[config.mk]
export PLATFORM = sky130hd
export DESIGN_NAME = mem_stage_lsu_flat
export DESIGN_NICKNAME = d
export VERILOG_FILES = /design/src/rtl/mem_stage_lsu_if.sv /design/src/rtl/mem_stage_lsu.sv /design/src/flat_wrapper.sv
export SDC_FILE = /design/constraint.sdc
export NUM_CORES = 1
export LEC_CHECK = 0
export ABC_AREA = 1
export BUFFER_PORTS_ARGS = -buffer_cell sky130_fd_sc_hd__buf_2
export CAP_MARGIN = 25
export CELL_PAD_IN_SITES_DETAIL_PLACEMENT = 2
export CELL_PAD_IN_SITES_GLOBAL_PLACEMENT = 2
export CORE_MARGIN = 4
export CORE_UTILIZATION = 26
export CTS_BUF_LIST = sky130_fd_sc_hd__clkbuf_8
export DETAILED_ROUTE_END_ITERATION = 16
export PLACE_DENSITY_LB_ADDON = 0.05
export SETUP_SLACK_MARGIN = 0.1
export SYNTH_ARGS = -nofsm -noshare
export SYNTH_HDL_FRONTEND = slang
export SYNTH_SLANG_ARGS = --single-unit
[constraint.sdc]
create_clock -name clk -period 3.89 [get_ports clk]
set_clock_uncertainty 0.2 [all_clocks]
set_input_delay 0.778 -clock clk [delete_from_list [all_inputs] [get_ports clk]]
set_output_delay 0.778 -clock clk [all_outputs]
set_load 0.005 [all_outputs]
[src/rtl/mem_stage_lsu_if.sv]
// Data-memory bus between the memory-stage LSU (master) and the data memory (slave).
// One request/acknowledge transaction per load or store.
interface mem_stage_lsu_if;
  logic        MemReq;
  logic        MemWe;
  logic [31:0] MemAddr;
  logic [31:0] MemWData;
  logic [3:0]  MemWStrb;
  logic [31:0] MemRData;
  logic        MemAck;

  modport master (
    output MemReq, MemWe, MemAddr, MemWData, MemWStrb,
    input  MemRData, MemAck
  );

  modport slave (
    input  MemReq, MemWe, MemAddr, MemWData, MemWStrb,
    output MemRData, MemAck
  );
endinterface

[src/rtl/mem_stage_lsu.sv]
// Memory-stage load/store unit plus MEM/WB pipeline register for the 5-stage RV32I core.
// Issues one bus transaction per aligned load/store and stalls upstream until it is acknowledged.
module mem_stage_lsu (
  input  logic                   clk,
  input  logic                   rst,
  input  logic [31:0]            ALUResultM,
  input  logic [31:0]            WriteDataM,
  input  logic [31:0]            PCPlus4M,
  input  logic [4:0]             RdM,
  input  logic                   RegWriteM,
  input  logic                   MemWriteM,
  input  logic [1:0]             ResultSrcM,
  input  logic [2:0]             Funct3M,
  mem_stage_lsu_if.master        bus,
  output logic                   StallM,
  output logic [31:0]            ReadDataW,
  output logic [31:0]            ALUResultW,
  output logic [31:0]            PCPlus4W,
  output logic [4:0]             RdW,
  output logic                   RegWriteW,
  output logic [1:0]             ResultSrcW,
  output logic                   MisalignW
);

  typedef enum logic {
    S_IDLE,
    S_ACCESS
  } state_e;

  typedef struct packed {
    logic        req;
    logic        we;
    logic [31:0] addr;
    logic [31:0] wdata;
    logic [3:0]  strb;
  } bus_t;

  typedef struct packed {
    logic [31:0] read_data;
    logic [31:0] alu_result;
    logic [31:0] pc_plus4;
    logic [4:0]  rd;
    logic        reg_write;
    logic [1:0]  result_src;
    logic        misalign;
  } wb_t;

  state_e state_q, state_d;
  bus_t   bus_q, bus_d;
  wb_t    wb_q, wb_d;
  logic   stall;

  logic        is_load;
  logic        is_store;
  logic        mem_op;
  logic        misaligned;
  logic [1:0]  addr_lo;
  logic [3:0]  store_strb;
  logic [31:0] store_data;
  logic [31:0] rdata_shifted;
  logic [31:0] load_data;

  // Access decode: a store wins when both store and load controls are set.
  assign addr_lo  = ALUResultM[1:0];
  assign is_store = MemWriteM;
  assign is_load  = (ResultSrcM == 2'b01) && !MemWriteM;
  assign mem_op   = MemWriteM || (ResultSrcM == 2'b01);

  always_comb begin
    misaligned = 1'b0;
    case (Funct3M[1:0])
      2'b01:   misaligned = addr_lo[0];
      2'b10:   misaligned = (addr_lo != 2'b00);
      default: misaligned = 1'b0;
    endcase
  end

  always_comb begin
    store_strb = 4'b1111;
    store_data = WriteDataM;
    case (Funct3M[1:0])
      2'b00: begin
        store_strb = 4'b0001 << addr_lo;
        store_data = {4{WriteDataM[7:0]}};
      end
      2'b01: begin
        store_strb = addr_lo[1] ? 4'b1100 : 4'b0011;
        store_data = {2{WriteDataM[15:0]}};
      end
      default: begin
        store_strb = 4'b1111;
        store_data = WriteDataM;
      end
    endcase
  end

  // Move the addressed byte/halfword down to bit 0, then extend per Funct3M[2].
  assign rdata_shifted = bus.MemRData >> {addr_lo, 3'b000};

  always_comb begin
    load_data = bus.MemRData;
    case (Funct3M[1:0])
      2'b00:   load_data = Funct3M[2] ? {24'd0, rdata_shifted[7:0]}
                                      : {{24{rdata_shifted[7]}}, rdata_shifted[7:0]};
      2'b01:   load_data = Funct3M[2] ? {16'd0, rdata_shifted[15:0]}
                                      : {{16{rdata_shifted[15]}}, rdata_shifted[15:0]};
      default: load_data = bus.MemRData;
    endcase
  end

  // NOTE: every signal written here gets a default first, so no path can infer a latch.
  always_comb begin
    state_d = state_q;
    bus_d   = bus_q;
    wb_d    = '0;
    stall   = 1'b0;

    case (state_q)
      S_IDLE: begin
        if (mem_op && !misaligned) begin
          stall      = 1'b1;
          state_d    = S_ACCESS;
          bus_d.req  = 1'b1;
          bus_d.we   = is_store;
          bus_d.addr = {ALUResultM[31:2], 2'b00};
          bus_d.wdata = is_store ? store_data : 32'd0;
          bus_d.strb  = is_store ? store_strb : 4'b0000;
        end else begin
          wb_d.alu_result = ALUResultM;
          wb_d.pc_plus4   = PCPlus4M;
          wb_d.rd         = RdM;
          wb_d.result_src = ResultSrcM;
          wb_d.misalign   = mem_op;
          wb_d.reg_write  = RegWriteM && !mem_op;
        end
      end

      S_ACCESS: begin
        if (bus.MemAck) begin
          state_d         = S_IDLE;
          bus_d           = '0;
          wb_d.read_data  = is_load ? load_data : 32'd0;
          wb_d.alu_result = ALUResultM;
          wb_d.pc_plus4   = PCPlus4M;
          wb_d.rd         = RdM;
          wb_d.result_src = ResultSrcM;
          wb_d.reg_write  = RegWriteM;
        end else begin
          stall = 1'b1;
        end
      end

      default: begin
        state_d = S_IDLE;
        bus_d   = '0;
      end
    endcase
  end

  // NOTE: sequential state uses non-blocking assignments so all flops update together.
  always_ff @(posedge clk) begin
    if (rst) begin
      state_q <= S_IDLE;
      bus_q   <= '0;
      wb_q    <= '0;
    end else begin
      state_q <= state_d;
      bus_q   <= bus_d;
      wb_q    <= wb_d;
    end
  end

  // Stall is gated by reset so every output reads 0 while reset is held.
  assign StallM = stall && !rst;

  assign bus.MemReq   = bus_q.req;
  assign bus.MemWe    = bus_q.we;
  assign bus.MemAddr  = bus_q.addr;
  assign bus.MemWData = bus_q.wdata;
  assign bus.MemWStrb = bus_q.strb;

  assign ReadDataW  = wb_q.read_data;
  assign ALUResultW = wb_q.alu_result;
  assign PCPlus4W   = wb_q.pc_plus4;
  assign RdW        = wb_q.rd;
  assign RegWriteW  = wb_q.reg_write;
  assign ResultSrcW = wb_q.result_src;
  assign MisalignW  = wb_q.misalign;

endmodule

[src/flat_wrapper.sv]
// flat-port wrapper written by rule: the top's interface ports become plain ports
module mem_stage_lsu_flat 
  (clk, rst, ALUResultM, WriteDataM, PCPlus4M, RdM, RegWriteM, MemWriteM, ResultSrcM, Funct3M, StallM, ReadDataW, ALUResultW, PCPlus4W, RdW, RegWriteW, ResultSrcW, MisalignW, bus_MemReq, bus_MemWe, bus_MemAddr, bus_MemWData, bus_MemWStrb, bus_MemRData, bus_MemAck);
  mem_stage_lsu_if bus_i ();
  input  logic clk;
  input  logic rst;
  input  logic [31:0] ALUResultM;
  input  logic [31:0] WriteDataM;
  input  logic [31:0] PCPlus4M;
  input  logic [4:0] RdM;
  input  logic RegWriteM;
  input  logic MemWriteM;
  input  logic [1:0] ResultSrcM;
  input  logic [2:0] Funct3M;
  output logic StallM;
  output logic [31:0] ReadDataW;
  output logic [31:0] ALUResultW;
  output logic [31:0] PCPlus4W;
  output logic [4:0] RdW;
  output logic RegWriteW;
  output logic [1:0] ResultSrcW;
  output logic MisalignW;
  output wire logic [$bits(bus_i.MemReq)-1:0] bus_MemReq;
  output wire logic [$bits(bus_i.MemWe)-1:0] bus_MemWe;
  output wire logic [$bits(bus_i.MemAddr)-1:0] bus_MemAddr;
  output wire logic [$bits(bus_i.MemWData)-1:0] bus_MemWData;
  output wire logic [$bits(bus_i.MemWStrb)-1:0] bus_MemWStrb;
  input wire logic [$bits(bus_i.MemRData)-1:0] bus_MemRData;
  input wire logic [$bits(bus_i.MemAck)-1:0] bus_MemAck;
  assign bus_MemReq = bus_i.MemReq;
  assign bus_MemWe = bus_i.MemWe;
  assign bus_MemAddr = bus_i.MemAddr;
  assign bus_MemWData = bus_i.MemWData;
  assign bus_MemWStrb = bus_i.MemWStrb;
  assign bus_i.MemRData = bus_MemRData;
  assign bus_i.MemAck = bus_MemAck;
  mem_stage_lsu u_core (.clk(clk), .rst(rst), .ALUResultM(ALUResultM), .WriteDataM(WriteDataM), .PCPlus4M(PCPlus4M), .RdM(RdM), .RegWriteM(RegWriteM), .MemWriteM(MemWriteM), .ResultSrcM(ResultSrcM), .Funct3M(Funct3M), .bus(bus_i), .StallM(StallM), .ReadDataW(ReadDataW), .ALUResultW(ALUResultW), .PCPlus4W(PCPlus4W), .RdW(RdW), .RegWriteW(RegWriteW), .ResultSrcW(ResultSrcW), .MisalignW(MisalignW));
endmodule
==> results_dict.tcl <==
set metrics [dict create \
    grt_pass1_vias 7090 \
    post_cts_resize_count 0 \
    num_io_pins 319 \
    h-tree-depth 4 \
    grt.total_usage_pct 18.16 \
    clockBufferDepth 2 \
    numCtsBuffers 17 \
    viasPerCell 4.622 \
    crit_required_ps 2910 \
    layout-drive-gt1-share_pct 34.44 \
    ys_types 32 \
    slew_viol_final 0 \
    finalSetupTns_ps 0 \
    criticalPathCategory "input pin to primary output" \
    num_vias 6836 \
    antenna_left 0 \
    insertedDiodeCount 0 \
    fillers 3132 \
    whs_ps 276.0 \
    syn_inst 848 \
    slew_headroom_pct 48.44 \
    gp_congestion 0.7462 \
    cts_hold_buf 0 \
    cp-start-kind "input pin" \
    design_area_um2 9161 \
    final-setup-viol-count 0 \
    grt_pass1_wl_um 41600 \
    multiInputGateArea_um2 2854 \
    synth.ff_latch_count 174 \
    initial_core_util_pct 26.42 \
    max_stage_delay_ps 280 \
    drv_cap 0 \
    worstSkewPairLatency_ps 450 \
    drc 0 \
    dpl-instance-area_um2 8688 \
    clk_pin_slew_ps 110 \
    num_rows 59 \
    grt_max_degree 83 \
    final_cells 1479 \
    syn-cell-area_um2 6865 \
    wirelength_um 27490 \
    cts_tree "yes" \
    status "finished, final reports clean" \
    ys_warn_count 0 \
    vdd_drop_max_uv 186.0 \
    io_buffers 316 \
    critPathSlowestCell "buf_2" \
    overflow 0 \
    cellPowerDensity_nw_per_um2 451.8 \
    antenna_found_initial 3 \
    min_period_ps 3177 \
    first_iter_violations 244 \
    die_x_um 170.5 \
    cts_sinks 174 \
    avgSynthCellArea_um2 8.096 \
    yosysSeqAreaShare_pct 50.74 \
    worst-path-max-fanout 18 \
    post-dp-hpwl_um 20280 \
    placed_cells 1447 \
    die_h_um 170.5 \
    final-seq-area_um2 3483 \
    coreArea_um2 25980 \
    layout_setup_ws_ps 713.2 \
    dieArea_um2 29070 \
    pre_cts_slack_ps 699.5 \
    p_total_mw 4.139 \
    syn2layout_area_growth_pct 33.44 \
    dr.pass1.iters 4 \
    leakage_nw 4.419 \
    fin_util_pct 35.26 \
    rsz0062_at_grt "no" \
    worst_pin_slew_ps 772.5 \
    worstSetupEndpointType "primary output" \
    cts_root_buf "clkbuf_8" \
    post_drt_wl_per_cell_um 18.58 \
    finalHoldViolCount 0 \
    hold_class "register to register" \
    crit_path_cell_trace "buf_2 -> inv_1 -> ha_1 -> inv_1 -> o21bai_4 -> nand3_4 -> nand2_4 -> a21oi_1 -> buf_2" \
    final_net_count 1279 \
    finalCritPeriodShare_pct 81.67 \
    cts_setup_buffers 0 \
    max_freq_mhz 314.8 \
    worstPathArrival_ps 2200 \
]
==> metal layers <==
metal / wire length, µm / GRT usage, % / vias to the layer above / share of wire (%)
li1: - / - / 3368 / -
met2: 13080 / 30.90 / 193 / 48
met1: 12510 / 23.61 / 3253 / 46
met4: 171 / 3.507 / 6 / 0.62
met5: 34 / 0 / - / 0.12
met3: 1685 / 4.482 / 16 / 6.1
==> worst max-delay path: cells and delay by family <==
kind,cells,cell delay [ps]
and+or+nand+nor,2,220
buffers and inverters,4,690
AOI/OAI and AO/OA,2,260
adders and majority gates,1,230
==> path summary, 6_finish.rpt <==
check / from / endpoint / slack [ps] / depth (start not counted)
hold / removal: u_core.bus.MemAddr[16]$_SDFFE_PP0P_ / u_core.bus.MemAddr[16]$_SDFFE_PP0P_ / 280 / 2
hold reg to reg: u_core.bus.MemAddr[16]$_SDFFE_PP0P_ / u_core.bus.MemAddr[16]$_SDFFE_PP0P_ / 280 / 2
setup reg to reg: u_core.state_q$_SDFF_PP0_ / u_core.bus.MemWData[31]$_SDFFE_PP0P_ / 1860 / 6
setup / recovery: Funct3M[1] / StallM / 710 / 9
==> state kept, by name (all words and copies together), names as in the netlist, 2 cells and up <==
name                 flops
u_core.ALUResultW       32
u_core.ResultSrcW        2
u_core.bus.MemWStrb      4
u_core.RdW               5
u_core.bus.MemAddr      30
u_core.PCPlus4W         32
u_core.bus.MemWData     32
u_core.ReadDataW        32
==> report_power, final <==
group	internal [mW]	switching, mW	total [mW]
Combinational	0.280	0.449	0.729
Clock	0.631	0.836	1.47
Sequential	1.90	0.0463	1.94
Total	2.81	1.33	4.14
==> area by class of cell <==
cell class / instances / share of cell area [%]
Inverter: 60 / 2.486
Tap cell: 335 / 4.575
Clock inverter: 15 / 2.609
Clock buffer: 17 / 2.554
Timing Repair Buffer: 329 / 18.60
Sequential cell: 174 / 38.02
Multi-Input combinational cell: 549 / 31.15
==> Yosys cell counts <==
cell / number / share of area [%]
conb_1: 1 / 0.055
o22ai_1: 9 / 0.82
nor3_1: 4 / 0.29
clkinv_1: 1 / 0.055
dfxtp_1: 174 / 51
ha_1: 5 / 0.91
nor2_1: 71 / 3.9
buf_4: 3 / 0.33
nand2_1: 139 / 7.6
nand2_4: 1 / 0.16
inv_4: 1 / 0.091
a21oi_1: 87 / 6.3
o21ai_1: 1 / 0.073
nand3_1: 99 / 7.2
clkbuf_1: 36 / 2.0
o211ai_1: 3 / 0.33
nor2_2: 1 / 0.091
nand3_2: 18 / 2.6
o21bai_4: 1 / 0.27
buf_8: 1 / 0.22
buf_2: 17 / 1.2
o221ai_1: 4 / 0.51
a31oi_1: 8 / 0.73
nor3b_1: 59 / 6.5
nand3_4: 1 / 0.26
o21ai_0: 31 / 2.3
inv_1: 55 / 3.0
buf_1: 6 / 0.33
buf_6: 3 / 0.49
a21oi_2: 1 / 0.13
nand2_2: 4 / 0.36
inv_2: 3 / 0.16
==> kinds of logic after synthesis <==
logic type	after synthesis	synth area share [%]
buffers and inverters	126	7.891
DFF	174	50.74
other	1	0.05462
and+or+nand+nor	397	28.94
AOI/OAI and AO/OA	145	11.46
adders and majority gates	5	0.9112
==> cells in the final DEF, fill, tap and decap left out, types with 2 or more instances in the layout <==
cell type	count
nand2_2	5
buf_2	316
nand2_4	2
nor3_1	4
inv_1	55
nor3b_1	59
a31oi_1	8
o211ai_1	3
inv_6	2
nand3_2	18
clkinv_8	7
a21oi_1	87
dfxtp_1	174
nand3_1	99
buf_4	11
o21ai_0	31
nor2_1	71
inv_2	3
conb_1	2
bufinv_16	2
clkbuf_8	17
o22ai_1	9
ha_1	5
buf_12	2
nand2_1	137
inv_8	2
o221ai_1	4
(Power assumes the default switching activity.)
